==> src/rtl/knn_query_sequencer.sv <==
// Per-query sequencer: seeds the compare datapath from the prev-kNN cache,
// launches the full top-K search and commits the result back to the cache.
module knn_query_sequencer #(
  parameter int unsigned K       = 4,
  parameter int unsigned ENTRY_W = 48,
  parameter int unsigned CNT_W   = 16
) (
  input  logic                   clk,
  input  logic                   rst_n,
  input  logic                   query_valid,
  output logic                   query_ready,
  input  logic [K*ENTRY_W-1:0]   prev_knn,
  output logic                   seed_valid,
  input  logic                   seed_ready,
  output logic [ENTRY_W-1:0]     seed_entry,
  output logic [$clog2(K)-1:0]   seed_idx,
  output logic                   search_start,
  input  logic                   search_done,
  output logic                   cache_update,
  input  logic                   flush,
  output logic                   busy,
  output logic                   query_done,
  output logic [CNT_W-1:0]       query_count
);

  localparam int unsigned PTR_W = $clog2(K);
  localparam logic [PTR_W-1:0] LAST_PTR = PTR_W'(K - 1);

  typedef enum logic [2:0] {
    S_IDLE,
    S_SEED,
    S_START,
    S_SEARCH,
    S_COMMIT
  } state_t;

  state_t             state_q, state_d;
  logic [PTR_W-1:0]   ptr_q, ptr_d;
  logic               cache_valid_q, cache_valid_d;
  logic               flush_pend_q, flush_pend_d;
  logic [CNT_W-1:0]   count_q, count_d;

  always_ff @(posedge clk or negedge rst_n) begin
    if (!rst_n) begin
      state_q       <= S_IDLE;
      ptr_q         <= '0;
      cache_valid_q <= 1'b0;
      flush_pend_q  <= 1'b0;
      count_q       <= '0;
    end else begin
      state_q       <= state_d;
      ptr_q         <= ptr_d;
      cache_valid_q <= cache_valid_d;
      flush_pend_q  <= flush_pend_d;
      count_q       <= count_d;
    end
  end

  always_comb begin
    state_d       = state_q;
    ptr_d         = ptr_q;
    cache_valid_d = cache_valid_q;
    flush_pend_d  = flush_pend_q;
    count_d       = count_q;
    query_ready   = 1'b0;
    seed_valid    = 1'b0;
    search_start  = 1'b0;
    cache_update  = 1'b0;
    query_done    = 1'b0;

    unique case (state_q)
      S_IDLE: begin
        query_ready = 1'b1;
        if (flush) cache_valid_d = 1'b0;
        // A same-cycle flush already counts as an invalid cache for this query.
        if (query_valid) begin
          ptr_d   = '0;
          state_d = (cache_valid_q && !flush) ? S_SEED : S_START;
        end
      end
      S_SEED: begin
        seed_valid = 1'b1;
        if (flush) flush_pend_d = 1'b1;
        if (seed_ready) begin
          if (ptr_q == LAST_PTR) begin
            ptr_d   = '0;
            state_d = S_START;
          end else begin
            ptr_d = ptr_q + 1'b1;
          end
        end
      end
      S_START: begin
        search_start = 1'b1;
        if (flush) flush_pend_d = 1'b1;
        state_d = S_SEARCH;
      end
      S_SEARCH: begin
        if (flush) flush_pend_d = 1'b1;
        if (search_done) state_d = S_COMMIT;
      end
      S_COMMIT: begin
        cache_update  = 1'b1;
        query_done    = 1'b1;
        if (count_q != '1) count_d = count_q + 1'b1;
        cache_valid_d = ~(flush_pend_q | flush);
        flush_pend_d  = 1'b0;
        state_d       = S_IDLE;
      end
      default: state_d = S_IDLE;
    endcase
  end

  always_comb begin
    seed_entry = '0;
    if (state_q == S_SEED) begin
      for (int unsigned i = 0; i < K; i++) begin
        if (ptr_q == PTR_W'(i)) seed_entry = prev_knn[i*ENTRY_W +: ENTRY_W];
      end
    end
  end

  assign seed_idx    = ptr_q;
  assign busy        = (state_q != S_IDLE);
  assign query_count = count_q;

endmodule

==> config.mk <==
export PLATFORM = sky130hd
export DESIGN_NAME = knn_query_sequencer
export DESIGN_NICKNAME = d
export VERILOG_FILES = /design/src/rtl/knn_query_sequencer.sv
export SDC_FILE = /design/constraint.sdc
export NUM_CORES = 1
export LEC_CHECK = 0
export BUFFER_PORTS_ARGS = -buffer_cell sky130_fd_sc_hd__buf_2
export CAP_MARGIN = 15
export CORE_AREA = 3 3 104 106
export CTS_CLUSTER_DIAMETER = 80
export CTS_CLUSTER_SIZE = 10
export DETAILED_ROUTE_END_ITERATION = 10
export DIE_AREA = 0 0 107 109
export PLACE_DENSITY = 0.65
export SLEW_MARGIN = 20
export SYNTH_ARGS = -nofsm -noshare
export SYNTH_HDL_FRONTEND = slang
export SYNTH_SLANG_ARGS = --single-unit
==> constraint.sdc <==
create_clock -name clk -period 3.25 [get_ports clk]
set_clock_uncertainty 0.1 [all_clocks]
set_input_delay 0.65 -clock clk [delete_from_list [all_inputs] [get_ports clk]]
set_output_delay 0.65 -clock clk [all_outputs]
set_load 0.01 [all_outputs]
== Word level (Yosys, flattened, before mapping) ==
Cells that the tools add are included.

* Register bits: 23
* Output and inout bits: 72
* Logic and storage cells: 60

* $add $sub $neg: 2
* Equality and inequality tests: 14
* Mux-type cells: 23
* Bitwise gates (word level): 2
* Reduce and logical (&&, ||, !) cells: 14

{| class="wikitable"
|+ Operator list
! cell !! count
|-
| two-way mux 48 bit || 5
|-
| adder 16 x 1 -> 16 bit (second input constant) || 1
|-
| inequality test 16 bit (second input constant) || 1
|-
| two-way mux 3 bit || 4
|-
| one-hot mux 3 bit (4 select lines) || 1
|-
| inequality test 2 bit (second input constant) || 5
|-
| two-way mux 2 bit || 4
|-
| == test 3 x 2 -> 1 bit (second input constant) || 2
|-
| two-way mux 1 bit || 6
|-
| AND reduction 2 bit || 3
|-
| nonzero test 2 bit || 3
|-
| == test 2 bit (second input constant) || 2
|-
| one-hot mux 1 bit (2 select lines) || 2
|-
| one-hot mux 2 bit (2 select lines) || 1
|-
| AND reduction 4 bit || 1
|-
| == test 3 x 1 -> 1 bit (second input constant) || 1
|-
| == test 3 bit (second input constant) || 1
|-
| logical NOT 3 bit || 1
|-
| AND reduction 3 bit || 1
|-
| nonzero test 3 bit || 1
|-
| OR reduction 3 bit || 1
|-
| adder 2 x 1 -> 2 bit (second input constant) || 1
|-
| == test 2 x 1 -> 1 bit (second input constant) || 1
|-
| logical NOT 2 bit || 1
|-
| 5 further kinds || 5
|}

== Depth between registers and ports, before layout ==
* Word-level depth: 6
* Gate-level depth with buffers: 8
* Depth with buffers taken out: 6

== Least setup slack after synthesis ==
Ideal clock, no wire load.

* Path kind: register to output
* From: reg ptr_q[1] (netlist: seed_idx[1])
* To: out seed_entry[16]
* Data arrival time: 1.811 ns
* Data required time: 2.500 ns
* Path slack: 0.689 ns
* Stages on the path, launching flop included: 9
* Path through: dfrtp_1 > inv_1 > ha_1 > nor2b_1 > buf_2 > buf_2 > a221oi_1 > a211o_1 > a21oi_1

* Cells in the longest elaborated chain, start to end: 6

{| class="wikitable"
|+ Ends and longest elaborated chain
! item !! line !! source
|-
| start: declaration || 38 || <nowiki>logic [PTR_W-1:0] ptr_q, ptr_d;</nowiki>
|-
| start signal: assignment || 52 || <nowiki>ptr_q <= ptr_d;</nowiki>
|-
| logical NOT 2 bit || 118 || <nowiki>if (ptr_q == PTR_W'(i)) seed_entry = prev_knn[i*ENTRY_W +: ENTRY_W];</nowiki>
|-
| two-way mux 48 bit (3 in series) || 118 ||
|-
| two-way mux 48 bit * || 118 ||
|-
| two-way mux 48 bit * || 116 || <nowiki>if (state_q == S_SEED) begin</nowiki>
|-
| end: declaration || 15 || <nowiki>output logic [ENTRY_W-1:0] seed_entry,</nowiki>
|}

Every way passes the cells marked *; elsewhere a longest branch is shown, timed or not.

== Worst setup path in the final report ==
Same ends and word-level chain as after synthesis.

==> results.md <==
* Max IR drop VDD at 0.0004025 V
* Post-synthesis area per instance at roughly 7.0 um2
* Leakage Power at about 2.5 nW
* GR Layer Usage met2 at 0.3260
* WHS at about 250 ps
* Setup WS post-layout at around 140 ps
* Die area at around 12000 um2
* Final setup fails at 0
* Total Neg Setup Slack at 0 ps
* Initial antenna violation count at 1
* Pwr dens at 720.4 nW/um2
* Post-Syn Instances at just over 400
* Vias at between 4000 and 5000
* Post-Syn Nets at a little over 600
* Largest net degree at the start of global routing at 89
* Commonest cells post-synth: nand2_1 (61), inv_1 (56), a21oi_1 (53), a211o_1 (47), a221oi_1 (47)
* CP max FO at 26
* Routed len/inst at between 15 and 20 um
* Total power at 3.153 mW
* DRT antenna net count at 0
* ANT cells at 0
* Setup WS pre-CTS at 430.3 ps
* DRT Pass-1 Iters at 4
* Post-CTS Hold Fix Bufs at 0
* Met3 Usage GRT at 0.05329
* Yosys top cell by area: dfrtp_1
* Ys async rst share at 1.000
* # DRC at 0
* Max-cap violations at 0
* Ratio of final minimum period to clock period at 0.9561
* Kind of end point of the critical path: primary output
* Skew-Pair Late Insertion Delay at roughly 260 ps
* CTS H-tree depth at 1
* Worst-Margin Slew at a little over 600 ps
* Tot GR Track Use at 0.1998
* Fmax at 321.8 MHz
* Gr ovfl total at 0
* Layout cells sized above 1 at 0.4491
* Vias in the first global route at approximately 3600
* Die Ht at roughly 110 um
* Synth cell types at 36
* HP Class: in2async
* Count of final hold-check violations at 0
* WS Path Type: reg2out
* Clk root buf: clkbuf_8
* Clock tree buffer depth at 2
* Met1 Usage GRT at 0.2755
* Placeable Area at approximately 9900 um2
* Violation count after the first detailed-route iteration at around 410
* Io pins at between 200 and 300
* Register area share after synthesis at 0.2004
* Top FF cell, synth: dfrtp_1
* Dpl cell area at 4328 um2
* Synth warn at 0
* Detailed Route WL at between 10000 and 15000 um
* RSZ-0062 raised after global routing: false
* Main area contributors after synthesis: dfrtp_1 (20%), a211o_1 (14%), a221oi_1 (14%), a21oi_1 (9.2%), nand2_1 (8.0%)
* Synthesis-to-layout area growth at 52.42%
* Final core utilization at 0.4437
* Post-synth EDFFs at 0
* Global-route layer with the greatest usage: met2
* Netlist Area Pre-Place at about 2900 um2
* Design Area, Final at 4377 um2
* Slew headroom at 0.5841
* CTS tree: done
* Final Max Slew Viols at 0
* Filler Cell Count at roughly 1100
* DP Cell Count at ~780
* Fin nets at about 850
* Rows at 36
* Post-synth top area share at 0.2004
* Clk sinks at 23
* Critical path startpoint category: flop
* CTS Buf Count at 3
* RePlAce Congestion at 0.8750
* Outcome: completed
* Worst-path clk slew at 80 ps
* Min Tclk post-route at just over 3000 ps
* First-pass GRT wire length at between 15000 and 20000 um
* Worst path required time at between 2000 and 3000 ps
* Die width at between 100 and 150 um
* Finished Layout Cells at ~780
* Vias per cell at between 5 and 6
* Top-count cell post-synth: nand2_1
* Post-DP HPWL at 10470 um
* Register bit total from synthesis at 23
* Initial core utilization at 0.2911
* Crit path DAT at approximately 2400 ps
* I/O Buffers at between 200 and 300
## critical path: stages (launching register included)
cell and delay (ps):
dfrtp_1 480, inv_1 140, ha_2 310, buf_4 350
a221oi_1 140, a211o_1 290, a21oi_1 200, buf_2 180
## flip-flops by register name, summed over array words and instances, names as in the netlist
register	count
flush_pend_q	1
cache_valid_q	1
seed_idx	2
query_count	16
state_q	3
## area by class of cell
cell class | instances | area [um2] | share of cell area
inverters | 56 | 210.2 | 0.04803
repair buffers | 276 | 1424 | 0.3253
well taps | 133 | 166.4 | 0.03802
clock buffers | 4 | 45.04 | 0.01029
multi-input cells | 289 | 1956 | 0.4468
flip-flops and latches | 23 | 575.6 | 0.1315
## cells in the final DEF, fill, tap and decap left out, types with 2 or more instances in the layout
cell	n
ha_1	2
clkbuf_8	3
a31oi_1	2
buf_2	269
nor2_1	9
a221oi_1	47
and4_1	3
nand2_1	60
a211o_1	47
a22o_1	2
xnor2_1	8
a21oi_1	52
buf_12	2
nand4_1	8
or2_1	2
nand3_1	11
ha_4	2
nor3_1	4
o21ai_0	7
or3b_1	2
xor2_1	6
dfrtp_1	23
inv_1	56
buf_4	5
## cell families (layout without fill, tap and decap cells)
group | after synthesis | after routing | synth area share
AO/OA/AOI/OAI | 158 | 158 | 0.4017
AND/OR/NAND/NOR | 110 | 110 | 0.1926
buffers and inverters | 97 | 336 | 0.1329
flip-flops | 23 | 23 | 0.2004
XOR/XNOR | 14 | 14 | 0.04270
adder cells (fa/ha/maj) | 5 | 5 | 0.02179
multiplexers | 2 | 2 | 0.007843
## final timing paths
kind	startpoint	end	slack [ps]	depth (start not counted)
worst max-delay path	seed_idx[1]	seed_entry[16]	140	7
worst min-delay path	rst_n	query_count[6]	250	1
worst max register to register	query_count[0]	query_count[1]	1290	5
worst min register to register	cache_valid_q	cache_valid_q	420	2
max in group asynchronous	rst_n	query_count[8]	2460	1
min in group clk	cache_valid_q	cache_valid_q	420	2
## metal layers
| layer | part of all wire | wire length [um] | vias up |
|---|---|---|---|
| met4 | 0.0060 | 79 | 2 |
| met1 | 0.43 | 5690 | 1873 |
| li1 | - | - | 1968 |
| met3 | 0.089 | 1173 | 8 |
| met2 | 0.47 | 6180 | 175 |
| met5 | 0.00099 | 13 | - |
## report_power, final
group / internal [mW] / total (mW) / switching, mW
logic: 1.14 / 2.54 / 1.40
clock network: 0.0875 / 0.178 / 0.0905
registers: 0.341 / 0.434 / 0.0931
## timing repair
action / CTS / global route
setup buffers: 0 / 0
setup endpoints to repair: 0 / 1
endpoints found under the hold margin: 0 / 0
resized for setup: 0 / 1
Note: power is estimated with default switching activity, not from simulation.
